$ cat src/rtl/alu_seq_exec.sv
// alu_seq_exec: handshaked ALU; add/sub finish in one cycle, mul is shift-add, div is restoring.
module alu_seq_exec #(
  parameter int WIDTH = 16,
  parameter int CNT_W = $clog2(WIDTH) + 1
) (
  input  logic             clk,
  input  logic             rst_n,
  input  logic             in_valid,
  output logic             in_ready,
  input  logic [1:0]       alu_op,
  input  logic [1:0]       op,
  input  logic [WIDTH-1:0] src_a,
  input  logic [WIDTH-1:0] src_b,
  output logic             out_valid,
  input  logic             out_ready,
  output logic [WIDTH-1:0] result,
  output logic [WIDTH-1:0] remainder,
  output logic [2:0]       alu_control,
  output logic             flag_zero,
  output logic             flag_carry,
  output logic             flag_ovf,
  output logic             flag_dz,
  output logic             busy
);
  typedef enum logic [1:0] {IDLE, CALC, DONE} state_t;
  state_t state, state_n;
  logic [WIDTH-1:0] a_r, b_r, hi, lo, hi_n, lo_n, fast_res, d_d;
  logic [CNT_W-1:0] cnt;
  logic [2:0] dec;
  logic [WIDTH:0] add_s, m_sum, d_t;
  logic is_mul, iter, d_ge;
  assign in_ready  = state == IDLE;
  assign out_valid = state == DONE;
  assign busy      = state != IDLE;
  // hi/lo hold the running product (mul) or partial remainder/quotient (div)
  always_comb begin
    dec      = alu_op == 2'b00 ? {1'b0, op} : 3'b111;
    iter     = dec == 3'b010 || (dec == 3'b011 && src_b != '0);
    add_s    = {1'b0, src_a} + {1'b0, src_b};
    fast_res = dec == 3'b000 ? add_s[WIDTH-1:0] : dec == 3'b001 ? src_a - src_b : dec == 3'b011 ? '1 : src_a;
    is_mul   = alu_control == 3'b010;
    m_sum    = {1'b0, hi} + (lo[0] ? {1'b0, a_r} : '0);
    d_t      = {hi, lo[WIDTH-1]};
    d_ge     = d_t >= {1'b0, b_r};
    d_d      = d_t[WIDTH-1:0] - b_r;
    hi_n     = is_mul ? m_sum[WIDTH:1] : d_ge ? d_d : d_t[WIDTH-1:0];
    lo_n     = is_mul ? {m_sum[0], lo[WIDTH-1:1]} : {lo[WIDTH-2:0], d_ge};
    state_n  = state == IDLE ? (in_valid ? (iter ? CALC : DONE) : IDLE) :
               state == CALC ? (cnt == CNT_W'(1) ? DONE : CALC) :
               (out_ready ? IDLE : DONE);
  end
  always_ff @(posedge clk) begin
    if (!rst_n) state <= IDLE;
    else state <= state_n;
  end
  always_ff @(posedge clk) begin
    if (!rst_n) begin
      alu_control <= 3'b111;
      result      <= '0;
      remainder   <= '0;
      flag_zero   <= 1'b0;
      flag_carry  <= 1'b0;
      flag_ovf    <= 1'b0;
      flag_dz     <= 1'b0;
      cnt         <= '0;
      hi          <= '0;
      lo          <= '0;
      a_r         <= '0;
      b_r         <= '0;
    end else if (state == IDLE && in_valid) begin
      alu_control <= dec;
      a_r         <= src_a;
      b_r         <= src_b;
      cnt         <= CNT_W'(WIDTH);
      hi          <= '0;
      lo          <= dec == 3'b010 ? src_b : src_a;
      if (!iter) begin
        result     <= fast_res;
        remainder  <= dec == 3'b011 ? src_a : '0;
        flag_zero  <= fast_res == '0;
        flag_carry <= dec == 3'b000 ? add_s[WIDTH] : dec == 3'b001 && src_a < src_b;
        flag_ovf   <= 1'b0;
        flag_dz    <= dec == 3'b011;
      end
    end else if (state == CALC) begin
      cnt <= cnt - 1'b1;
      hi  <= hi_n;
      lo  <= lo_n;
      if (cnt == CNT_W'(1)) begin
        result     <= lo_n;
        remainder  <= is_mul ? '0 : hi_n;
        flag_zero  <= lo_n == '0;
        flag_carry <= 1'b0;
        flag_ovf   <= is_mul && |hi_n;
        flag_dz    <= 1'b0;
      end
    end
  end
endmodule

$ cat config.mk
export PLATFORM = sky130hd
export DESIGN_NAME = alu_seq_exec
export DESIGN_NICKNAME = d
export VERILOG_FILES = /design/src/rtl/alu_seq_exec.sv
export SDC_FILE = /design/constraint.sdc
export NUM_CORES = 1
export LEC_CHECK = 0
export BUFFER_PORTS_ARGS = -buffer_cell sky130_fd_sc_hd__clkbuf_2
export CAP_MARGIN = 25
export CORE_ASPECT_RATIO = 0.8
export CORE_MARGIN = 4
export CORE_UTILIZATION = 49
export CTS_CLUSTER_SIZE = 30
export DETAILED_ROUTE_END_ITERATION = 12
export PLACE_DENSITY = 0.68
export SLEW_MARGIN = 15
export SYNTH_ARGS = -nofsm -noshare
export SYNTH_HDL_FRONTEND = slang
export SYNTH_SLANG_ARGS = --single-unit
$ cat constraint.sdc
create_clock -name clk -period 9.8 [get_ports clk]
set_clock_uncertainty 0.15 [all_clocks]
set_input_delay 0.49 -clock clk [delete_from_list [all_inputs] [get_ports clk]]
set_output_delay 0.49 -clock clk [all_outputs]
set_load 0.02 [all_outputs]
Word-level counts from Yosys, hierarchy flattened:

Index checks and enable logic that the tools add are counted.

* register bits after elaboration: 110
* input port bits: 40
* logic and storage cells: 91

* add/subtract/negate cells: 5
* magnitude comparators: 2
* equality and inequality tests: 8
* muxes and demuxes: 44
* bitwise operators: 1
* reduce and logical (&&, ||, !) cells: 17

Operator list (count)
* 2-to-1 mux 16 bit: 20
* adder 16 x 16 -> 17 bit: 2
* logical NOT 16 bit: 2
* subtractor 16 bit: 2
* >= comparator 17 x 16 -> 1 bit: 1
* < comparator 16 bit: 1
* nonzero test 16 bit: 1
* OR reduction 16 bit: 1
* 2-to-1 mux 1 bit: 15
* 2-to-1 mux 2 bit: 6
* 2-to-1 mux 5 bit: 2
* equality test 3 x 2 -> 1 bit (second input constant): 3
* nonzero test 2 bit: 3
* equality test 5 x 1 -> 1 bit (second input constant): 1
* subtractor 5 x 1 -> 5 bit (second input constant): 1
* logical AND 1 bit: 4
* logical NOT 2 bit: 2
* equality test 3 x 1 -> 1 bit (second input constant): 1
* logical NOT 3 bit: 1
* 2-to-1 mux 3 bit: 1
* AND reduction 3 bit: 1
* equality test 2 x 1 -> 1 bit (second input constant): 1
* equality test 2 bit (second input constant): 1
* inequality test 2 bit (second input constant): 1
* other kinds (3): 3

Depth between registers and ports, before layout:

Gate-level depths: netlist (run 1).

* word-level depth: 9
* mapped depth: 14
* depth with buffers taken out: 14

Worst setup path before layout (run 1):

No wires, ideal clock.

* kind: reg-to-reg
* from: register b_r[13]
* to: register flag_ovf
* library setup time: 0.122 ns
* arrival time: 3.189 ns
* data required time: 9.528 ns
* slack: 6.340 ns
* cell stages (with the launch flop): 13
* path buffers: 0
* period minus slack after synthesis: 3.460 ns
* path through: dfxtp_1 -> inv_1 -> ha_1 -> nand2_2 -> or4_4 -> o31a_1 -> nor3b_2 -> nand2_2 -> mux2_2 -> or2_2 -> a211oi_1 -> nand4_1 -> o311a_1

* word-level cells in the longest chain between the ends: 8

RTL lines
* from (decl): line 27 `logic [WIDTH-1:0] a_r, b_r, hi, lo, hi_n, lo_n, fast_res, d_d;`
* from (signal assigned): line 73 `b_r <= src_b;`
* subtractor 16 bit or >= comparator 17 x 16 -> 1 bit (tied branches): line 45, 44
* 2-to-1 mux 16 bit * (2 in series): line 46 `hi_n = is_mul ? m_sum[WIDTH:1] : d_ge ? d_d : d_t[WIDTH-1:0];`
* OR reduction 16 bit *: line 94 `flag_ovf <= is_mul && |hi_n;`
* logical AND 1 bit *: line 94
* 2-to-1 mux 1 bit *: line 89 `if (cnt == CNT_W'(1)) begin`
* 2-to-1 mux 1 bit *: line 85 `end else if (state == CALC) begin`
* 2-to-1 mux 1 bit *: line 70 `end else if (state == IDLE && in_valid) begin`
* to (signal assigned): line 94
* to (decl): line 21 `output logic flag_ovf,`

Mark *: on every way between the ends. The rest lies on a longest branch, timed or not. The select of a mux whose other input is x is not followed.
A chain may end at the register's enable or synchronous reset.

Worst setup path after layout (run 1):

* from: register lo[0]
* to: register flag_ovf

* word-level cells in the longest chain between the ends: 8

RTL lines
* from (decl): line 27
* from (signal assigned): line 76 `lo <= dec == 3'b010 ? src_b : src_a;`
* from (signal assigned): line 88 `lo <= lo_n;`
* 2-to-1 mux 16 bit: line 42 `m_sum = {1'b0, hi} + (lo[0] ? {1'b0, a_r} : '0);`
* adder 16 x 16 -> 17 bit: line 42
* 2-to-1 mux 16 bit: line 46
* OR reduction 16 bit: line 94
* logical AND 1 bit: line 94
* 2-to-1 mux 1 bit: line 89
* 2-to-1 mux 1 bit: line 85
* 2-to-1 mux 1 bit: line 70

Every way passes these cells. The select of a mux whose other input is x is not followed.

==> run summary, run 1 <==
status -> completed
Layout area overhead -> 8.59%
Critical Path RT -> 9890 ps
post_cts resized -> 0
Hold Path Cell Cnt -> 3
M1 wire length -> 14100 um
RSZ-0062 raised after global routing -> false
FF+latch count, synth -> 110
initial antenna violation count -> 0
Net Count, Synth -> 1282
Clock Sinks -> 110
H-tree Lvls -> 3
register area share after synthesis -> 25.4%
Clock Path Buffers -> 2
Rows -> 43
Yosys cell types -> 71
Die W -> 157 um
Slew Viols, Final -> 0
TritonCTS clock tree -> done
largest area contributor in the netlist -> dfxtp_1
P per Cell Area -> 139 nW/um2
f_max -> 233 MHz
CP max FO -> 18
fillers -> 1714
Hold EP -> state[1]
worst hold slack -> 272 ps
ratio of final minimum period to clock period -> 43.9%
hold path startpoint -> out_ready
gr usage total -> 29.4%
net count reported at finish -> 1319
number of global-route vias before repair -> 8142
Die Height -> 127 um
most frequent cell after synthesis -> nand2_1
pin count of the biggest net entering global routing -> 69
Post-synth top flop -> dfxtp_1
max-cap viol count -> 0
Clock Pin Slew Worst Setup and Hold Paths -> 70 ps
Starting Density -> 49.9%
Post-DP HPWL -> 22000 um
worst skew pair latency -> 350 ps
Num CTS Buffers -> 9
Post-CTS Setup Inserts -> 0
Ant. Diodes -> 0
Total Neg Setup Slack -> 0 ps
Register-to-Register Path Depth -> 12
Max IR drop VDD -> 0.0000901 V
synthesized area -> 8680 um2
WL met2 -> 12100 um
critical path arrival -> 4390 ps
Mapped Cells -> 1172
GRT overflow -> 0
DR vias -> 9001
final setup violating endpoints -> 0
CP Class -> flop to flop
clk root buf -> clkbuf_16
Min Clock Period, post-route -> 4300 ps
hold crit path type -> primary input to flop
synth cell count leaders -> nand2_1 (187), dfxtp_1 (110), a21oi_1 (101)
DIE AREA -> 19900 um2
WL/cell -> 20.6 um
Top Layer Used -> met4
Worst-Margin Slew -> 1100 ps
Via density -> 6.26
Design Area, Final -> 9430 um2
DRT iter0 DRCs -> 1011
Routed WL -> 29600 um
top cells by area, synth -> dfxtp_1 (25%), ha_1 (9.5%), nand2_1 (8.1%)
crit start category -> flop
Async SR Flop Fraction -> 0%
antenna-violating nets left -> 0
setup slack, reg-to-reg -> 5500 ps
final worst slack -> 5500 ps
top-area cell type share of the netlist area -> 25.4%
placed cell area -> 9160 um2
# DRC -> 0
dpl cells -> 1423
crit end category -> flop
final cell count without fillers -> 1438
Post-CTS Hold Buffers -> 0
met3 WL -> 2780 um
first-pass GRT wire length -> 46200 um
Top Ports -> 82
I/O Buffers -> 81
Post-synth EDFFs -> 0
total number of yosys warnings -> 0
Pleak -> 4.02 nW
DRT Pass-1 Iters -> 7
Core Area -> 17400 um2
Post-Syn Area per Cell -> 7.41 um2
GPL Wtd Cong -> 0.974
DP Worst Slack -> 5640 ps
Hold Vio Cnt, Final -> 0
share of layout cells above drive strength 1 -> 10.9%
relative slew slack -> 26.6%
Crit Reg-Reg Endpoint -> flag_ovf
r2r startpoint -> lo[0]
cells by family (layout without fill, tap and decap cells):
kind of cell | count (synthesis) | in the layout | synth area share (%)
DFF | 110 | 110 | 25.4
and+or+nand+nor | 443 | 443 | 23.8
adders and majority gates | 70 | 70 | 10.4
AOI/OAI and AO/OA | 357 | 357 | 27.4
xor gates and xnor gates | 36 | 36 | 3.63
muxes | 27 | 27 | 3.16
buffers and inverters | 129 | 170 | 6.21
layout by cell type (no fill, tap or decap), types with 22 or more instances in the layout:
| cell type | n |
|---|---|
| mux2i_1 | 24 |
| a21oi_1 | 101 |
| clkbuf_2 | 81 |
| o21ai_0 | 53 |
| xnor2_1 | 22 |
| nor2_1 | 95 |
| inv_1 | 62 |
| nand2_1 | 186 |
| and2_1 | 25 |
| a211oi_1 | 34 |
| dfxtp_1 | 110 |
| a21boi_0 | 42 |
| ha_1 | 66 |
| o211ai_1 | 23 |
| nand3_1 | 24 |
area by class of cell:
| type | instances | area (um2) | area share (%) |
|---|---|---|---|
| Clock buffer | 10 | 229 | 2.43 |
| Clock inverter | 5 | 36.3 | 0.385 |
| Inverter | 63 | 236 | 2.51 |
| Multi-Input combinational cell | 933 | 5950 | 63.2 |
| Sequential cell | 110 | 2200 | 23.4 |
| Tap cell | 225 | 282 | 2.99 |
| Timing Repair Buffer | 92 | 485 | 5.15 |
worst max path at each step:
stage / cells after the start / from / slack (ps) / to
final: 12 / lo[0] / 5500 / flag_ovf
after global routing: 12 / b_r[3] / 5360 / flag_ovf
after CTS: 12 / b_r[14] / 5720 / flag_ovf
after detailed placement: 11 / op[0] / 5640 / flag_ovf
after global placement: 11 / op[0] / 5620 / flag_ovf
after floorplan: 12 / b_r[13] / 6340 / flag_ovf
per-stage QoR:
stage	total power [mW]	utilization, %
after global placement	0.957	52.7
after detailed placement	0.958	52.7
final	1.31	54.2
after CTS	1.30	54.2
after floorplan	0.821	-
after global routing	1.38	54.2
worst max-delay path: stages, from the launching register on:
cell,delay [ps]
dfxtp_1,820
and2_1,280
ha_1,240
a21oi_1,190
o211ai_1,190
o21ai_0,380
xor2_1,200
nor2_1,60
a211oi_1,340
o2111ai_1,250
nor4_1,530
nand4_1,180
o311a_1,370
power breakdown:
group	leakage [nW]	switching [mW]	internal, mW	total (mW)
logic	2.99	0.297	0.163	0.460
registers	0.902	0.0254	0.479	0.504
clock network	0.121	0.174	0.172	0.346
state kept, by name, indices dropped and copies added, names as in the netlist:
| register | count |
|---|---|
| state | 2 |
| flag_zero | 1 |
| remainder | 16 |
| lo | 16 |
| flag_ovf | 1 |
| flag_carry | 1 |
| cnt | 5 |
| result | 16 |
| b_r | 16 |
| hi | 16 |
| flag_dz | 1 |
| a_r | 16 |
| alu_control | 3 |
per-layer routing:
layer,vias up,GRT usage [%]
li1,4231,-
met1,4282,45.0
met2,439,41.4
met3,49,6.60
met4,0,7.50
met5,-,0
Power figures use the tool's default switching activity.
==> run 2, diff against run 1 <==
==> constraint.sdc (replaced) <==
create_clock -name clk -period 4.31 [get_ports clk]
set_clock_uncertainty 0.15 [all_clocks]
set_input_delay 0.2155 -clock clk [delete_from_list [all_inputs] [get_ports clk]]
set_output_delay 0.2155 -clock clk [all_outputs]
set_load 0.02 [all_outputs]
==> run summary, run 2 (synthesized netlist as in run 1, its figures left out) <==
worst skew pair latency -> 360 ps (was 350 ps)
r2r startpoint -> hi[2] (was lo[0])
first-pass GRT wire length -> 46200 um (about the same)
Top Ports -> 82 (unchanged)
Slew Viols, Final -> 0 (unchanged)
number of global-route vias before repair -> 8066 (was 8142)
# DRC -> 0 (unchanged)
I/O Buffers -> 81 (unchanged)
Die Height -> 127 um (unchanged)
Clock Pin Slew Worst Setup and Hold Paths -> 80 ps (was 70 ps)
gr usage total -> 29.3% (was 29.4%)
CP Class -> flop to flop (unchanged)
critical path cell sequence -> ha_1 > a21o_1 > a21oi_1 > a2111oi_2 > nor3b_2 > nand2_2 > mux2i_1 > o21ai_0 > nor4_1 > nand4_1 > o311a_1 (was and2_1 > ha_1 > a21oi_1 > o211ai_1 > o21ai_0 > xor2_1 > nor2_1 > a211oi_1 > o2111ai_1 > nor4_1 > nand4_1 > o311a_1)
Post-DP HPWL -> 22200 um (was 22000 um)
Max IR drop VDD -> 0.000202 V (was 0.0000901 V)
CP max FO -> 19 (was 18)
CP startpoint -> hi[2] (was lo[0])
status -> completed (unchanged)
Core Area -> 17400 um2 (unchanged)
Rows -> 43 (unchanged)
Die W -> 157 um (unchanged)
Post-CTS Setup Inserts -> 0 (unchanged)
critical path arrival -> 4000 ps (was 4390 ps)
Hold Vio Cnt, Final -> 0 (unchanged)
hold path startpoint -> src_b[8] (was out_ready)
share of layout cells above drive strength 1 -> 11.5% (was 10.9%)
ratio of final minimum period to clock period -> 90.8% (was 43.9%)
Ant. Diodes -> 0 (unchanged)
DRT Pass-1 Iters -> 6 (was 7)
Num CTS Buffers -> 9 (unchanged)
max-cap viol count -> 0 (unchanged)
Critical Path RT -> 4400 ps (was 9890 ps)
CP delay by family, top -> simple AND/OR/NAND/NOR gates (was compound AO/OA/AOI/OAI gates)
Total Neg Setup Slack -> 0 ps (unchanged)
crit end category -> flop (unchanged)
antenna-violating nets left -> 0 (unchanged)
relative slew slack -> 38.5% (was 26.6%)
clk root buf -> clkbuf_16 (unchanged)
final cell count without fillers -> 1446 (was 1438)
CP max stage delay -> 470 ps (was 820 ps)
commonest non-fill, non-tap cells in the layout -> nand2_1 (186), dfxtp_1 (110), a21oi_1 (101) (unchanged)
fillers -> 1726 (was 1714)
final setup violating endpoints -> 0 (unchanged)
initial antenna violation count -> 0 (unchanged)
DIE AREA -> 19900 um2 (unchanged)
Routed WL -> 29400 um (was 29600 um)
GRT overflow -> 0 (unchanged)
GPL Wtd Cong -> 0.961 (was 0.974)
TritonCTS clock tree -> done (unchanged)
worst hold slack -> 39.7 ps (was 272 ps)
DR vias -> 8892 (was 9001)
P per Cell Area -> 317 nW/um2 (was 139 nW/um2)
f_max -> 255 MHz (was 233 MHz)
Worst path slowest cell -> dfxtp_1 (unchanged)
Clock Path Buffers -> 2 (unchanged)
crit start category -> flop (unchanged)
Via density -> 6.15 (was 6.26)
Worst-Margin Slew -> 923 ps (was 1100 ps)
Buf+Inv Stages, Crit Path -> 0 (unchanged)
net count reported at finish -> 1327 (was 1319)
WL/cell -> 20.3 um (was 20.6 um)
Min Clock Period, post-route -> 3910 ps (was 4300 ps)
DRT iter0 DRCs -> 939 (was 1011)
pin count of the biggest net entering global routing -> 68 (was 69)
H-tree Lvls -> 3 (unchanged)
dpl cells -> 1429 (was 1423)
Pleak -> 4.07 nW (was 4.02 nW)
Starting Density -> 49.9% (unchanged)
hold crit path type -> primary input to flop (unchanged)
post_cts resized -> 0 (unchanged)
commonest non-fill, non-tap cell in the layout -> nand2_1 (unchanged)
Clock Sinks -> 110 (unchanged)
Layout area overhead -> 9.53% (was 8.59%)
RSZ-0062 raised after global routing -> false (unchanged)
[run 2: cell count changes in the layout (fill, tap and decap cells not counted), sizes merged]
cell / before / now
buf: 11 / 18
clkinv: 2 / 5
clkinvlp: 3 / 0
clkbuf: 91 / 90
dlygate4sd3: 0 / 1
inv: 63 / 64
[run 2: worst paths after layout]
path	end	slack (ps)	cells after the start
setup / recovery	flag_ovf	400	11
hold / removal	b_r[8]	40	3
setup reg to reg	flag_ovf	400	11
hold reg to reg	a_r[9]	310	2
[run 2: cell type report]
| class | count | area (um2) | share of cell area (%) |
|---|---|---|---|
| timing repair buffer | 100 | 551 | 5.79 |
| multi-input combinational | 933 | 5950 | 62.6 |
| clock buffer | 9 | 225 | 2.37 |
| sequential | 110 | 2200 | 23.2 |
| inverter | 63 | 236 | 2.49 |
| clock inverter | 6 | 56.3 | 0.592 |
| tap | 225 | 282 | 2.96 |
[run 2: repair_timing]
action	4_1_cts	5_1_grt
hold endpoints to repair	1	0
hold buffers	1	0
setup endpoints to repair	0	0
[run 2: metal layers]
| layer | up-vias | share of wire (%) | global-route usage (%) |
|---|---|---|---|
| met2 | 435 | 40 | 40.5 |
| met3 | 48 | 10 | 5.96 |
| li1 | 4254 | - | - |
| met1 | 4155 | 47 | 45.5 |
| met4 | 0 | 2.9 | 8.93 |
| met5 | - | 0 | 0 |
[run 2: stage by stage]
stage	power (mW)	util [%]	instance area (um2)	setup WS [ps]
global route	3.17	54.7	9510	121
finish	3.01	54.7	9510	396
global placement	2.18	53.0	9210	561
floorplan	1.87	-	8680	850
CTS	3.00	54.7	9500	467
detailed placement	2.18	53.0	9210	497
[run 2: worst reg2reg max path, delay by kind of cell, from the launching register on]
kind | cells | cell delay (ps)
AND/OR/NAND/NOR | 4 | 1340
AO/OA/AOI/OAI | 5 | 1150
flip-flops | 1 | 470
multiplexers | 1 | 360
adder cells (fa/ha/maj) | 1 | 340
[run 2: power breakdown]
group | switching [mW] | internal [mW] | leakage, nW
Clock | 0.418 | 0.400 | 0.139
Combinational | 0.677 | 0.376 | 3.03
Sequential | 0.0524 | 1.09 | 0.902
Total | 1.15 | 1.86 | 4.07
==> run 3, diff against run 2 <==
--- a/config.mk
+++ b/config.mk
@@ -6,13 +6,12 @@
 export NUM_CORES = 1
 export LEC_CHECK = 0
 export BUFFER_PORTS_ARGS = -buffer_cell sky130_fd_sc_hd__clkbuf_2
-export CAP_MARGIN = 25
+export CAP_MARGIN = 40
 export CORE_ASPECT_RATIO = 0.8
 export CORE_MARGIN = 4
-export CORE_UTILIZATION = 49
+export CORE_UTILIZATION = 43
 export CTS_CLUSTER_SIZE = 30
 export DETAILED_ROUTE_END_ITERATION = 12
-export PLACE_DENSITY = 0.68
 export SLEW_MARGIN = 15
 export SYNTH_ARGS = -nofsm -noshare
 export SYNTH_HDL_FRONTEND = slang
==> constraint.sdc (replaced) <==
create_clock -name clk -period 4 [get_ports clk]
set_clock_uncertainty 0.15 [all_clocks]
set_input_delay 0.2 -clock clk [delete_from_list [all_inputs] [get_ports clk]]
set_output_delay 0.2 -clock clk [all_outputs]
set_load 0.02 [all_outputs]
==> run summary, run 3 (synthesized netlist as in run 1, its figures left out) <==
status -> completed (unchanged)
first-pass GRT wire length -> 48100 um (was 46200 um)
# DRC -> 0 (unchanged)
GPL Wtd Cong -> 0.939 (was 0.961)
number of global-route vias before repair -> 8197 (was 8066)
CP Class -> flop to flop (unchanged)
DRT iter0 DRCs -> 939 (unchanged)
Die Height -> 135 um (was 127 um)
DR vias -> 8925 (was 8892)
WL/cell -> 20.7 um (was 20.3 um)
final cell count without fillers -> 1498 (was 1446)
critical path arrival -> 3810 ps (was 4000 ps)
DIE AREA -> 22500 um2 (was 19900 um2)
Via density -> 5.96 (was 6.15)
antenna-violating nets left -> 0 (unchanged)
initial antenna violation count -> 0 (unchanged)
f_max -> 269 MHz (was 255 MHz)
I/O Buffers -> 81 (unchanged)
DP Worst Slack -> 280 ps (was 497 ps)
GRT overflow -> 0 (unchanged)
pin count of the biggest net entering global routing -> 91 (was 68)
Post-CTS Setup Inserts -> 0 (unchanged)
utilization after layout -> 48.8% (was 54.7%)
Hold Vio Cnt, Final -> 0 (unchanged)
Clock Sinks -> 110 (unchanged)
net count reported at finish -> 1341 (was 1327)
Sw Ratio -> 38.1% (about the same)
ratio of final minimum period to clock period -> 93.0% (was 90.8%)
RSZ-0062 raised after global routing -> false (unchanged)
Slew Viols, Final -> 0 (unchanged)
Reg power frac -> 37.5% (was 37.9%)
Pwr Total -> 3.26 mW (was 3.01 mW)
commonest non-fill, non-tap cell in the layout -> nand2_1 (unchanged)
Min Clock Period, post-route -> 3720 ps (was 3910 ps)
Die W -> 167 um (was 157 um)
Worst-Margin Slew -> 854 ps (was 923 ps)
r2r startpoint -> b_r[14] (was hi[2])
relative slew slack -> 43.0% (was 38.5%)
Layout area overhead -> 11.5% (was 9.53%)
Clock Path Buffers -> 2 (unchanged)
Core Area -> 19900 um2 (was 17400 um2)
Rows -> 46 (was 43)
share of layout cells above drive strength 1 -> 12.5% (was 11.5%)
hold crit path type -> primary input to flop (unchanged)
CP max FO -> 7 (was 19)
crit start category -> flop (unchanged)
Clk pwr share -> 26.6% (was 27.2%)
final setup violating endpoints -> 0 (unchanged)
Worst path slowest cell -> or4_4 (was dfxtp_1)
Sw Pwr -> 1.24 mW (was 1.15 mW)
critical path cell sequence -> inv_1 > ha_1 > nand2_2 > or4_4 > o31a_1 > nor3b_2 > buf_4 > and2_4 > a211oi_1 > o2111ai_1 > nor4_2 > nand4_1 > o311a_1 (was ha_1 > a21o_1 > a21oi_1 > a2111oi_2 > nor3b_2 > nand2_2 > mux2i_1 > o21ai_0 > nor4_1 > nand4_1 > o311a_1)
clk root buf -> clkbuf_16 (unchanged)
commonest non-fill, non-tap cells in the layout -> nand2_1 (186), dfxtp_1 (110), a21oi_1 (101) (unchanged)
max-cap viol count -> 0 (unchanged)
Starting Density -> 43.7% (was 49.9%)
CP startpoint -> b_r[14] (was hi[2])
final worst slack -> 280 ps (was 396 ps)
CP max stage delay -> 560 ps (was 470 ps)
Routed WL -> 31100 um (was 29400 um)
TritonCTS clock tree -> done (unchanged)
gr usage total -> 27.0% (was 29.3%)
dpl cells -> 1483 (was 1429)
Int Power -> 2.02 mW (was 1.86 mW)
Clock Pin Slew Worst Setup and Hold Paths -> 80 ps (about the same)
Total Neg Setup Slack -> 0 ps (unchanged)
P per Cell Area -> 337 nW/um2 (was 317 nW/um2)
Logic pwr share -> 35.9% (was 35.0%)
H-tree Lvls -> 3 (unchanged)
DRT Pass-1 Iters -> 5 (was 6)
Pleak -> 4.14 nW (was 4.07 nW)
Max IR drop VDD -> 0.000205 V (was 0.000202 V)
fillers -> 2080 (was 1726)
hold path startpoint -> src_b[7] (was src_b[8])
worst skew pair latency -> 350 ps (was 360 ps)
crit end category -> flop (unchanged)
Post-DP HPWL -> 23400 um (was 22200 um)
Top Ports -> 82 (unchanged)
Ant. Diodes -> 0 (unchanged)
Critical Path RT -> 4090 ps (was 4400 ps)
Num CTS Buffers -> 9 (unchanged)
==> run 3: layer usage <==
layer  global-route usage [%]  part of all wire, %
met5                        0                    0
met4                     7.22                  2.4
met3                     6.50                   10
met2                     39.1                   41
met1                     40.0                   46
==> run 3: worst paths after layout <==
check             slack (ps)       end  cells after the start
setup / recovery         280  flag_ovf                     13
hold reg to reg          310   a_r[15]                      2
hold / removal            20    b_r[7]                      3
setup reg to reg         280  flag_ovf                     13
==> run 3: area by class of cell <==
| class | count | area, um2 | area share (%) |
|---|---|---|---|
| Multi-Input combinational cell | 933 | 5960 | 61.6 |
| Sequential cell | 110 | 2200 | 22.7 |
| Timing Repair Buffer | 114 | 682 | 7.04 |
| Tap cell | 264 | 330 | 3.41 |
| Inverter | 63 | 236 | 2.44 |
| Clock buffer | 9 | 225 | 2.33 |
| Clock inverter | 5 | 45.0 | 0.465 |
==> run 3: repair_timing <==
action | 4_1_cts | 5_1_grt
hold buffers | 1 | 0
hold endpoints to repair | 1 | 0
gates resized for setup | 0 | 1
setup endpoints to repair | 0 | 1
==> run 3: critical path: cells and delay by family, from the launching register on <==
| family | cells | cell delay (ps) |
|---|---|---|
| AO/OA/AOI/OAI | 4 | 1180 |
| adder cells (fa/ha/maj) | 1 | 330 |
| buffers and inverters | 2 | 210 |
| flip-flops | 1 | 340 |
| AND/OR/NAND/NOR | 6 | 1400 |
==> run 3: metrics by stage <==
step                      hold slack (ps)  instance area, um2
after CTS                            20.3                9680
after global routing                 43.6                9680
after global placement                299                9340
after floorplan                       195                8680
final                                21.8                9680
after detailed placement              308                9400
==> run 3: power by group through the flow <==
| stage | clock, mW | combinational [mW] | sequential [mW] |
|---|---|---|---|
| 2_1_floorplan | 0 | 0.729 | 1.28 |
| 3_3_place_gp | 0 | 1.13 | 1.25 |
| 3_5_place_dp | 0 | 1.13 | 1.25 |
| 4_1_cts | 0.882 | 1.14 | 1.22 |
| 5_1_grt | 0.916 | 1.27 | 1.23 |
| 6_report | 0.868 | 1.17 | 1.23 |
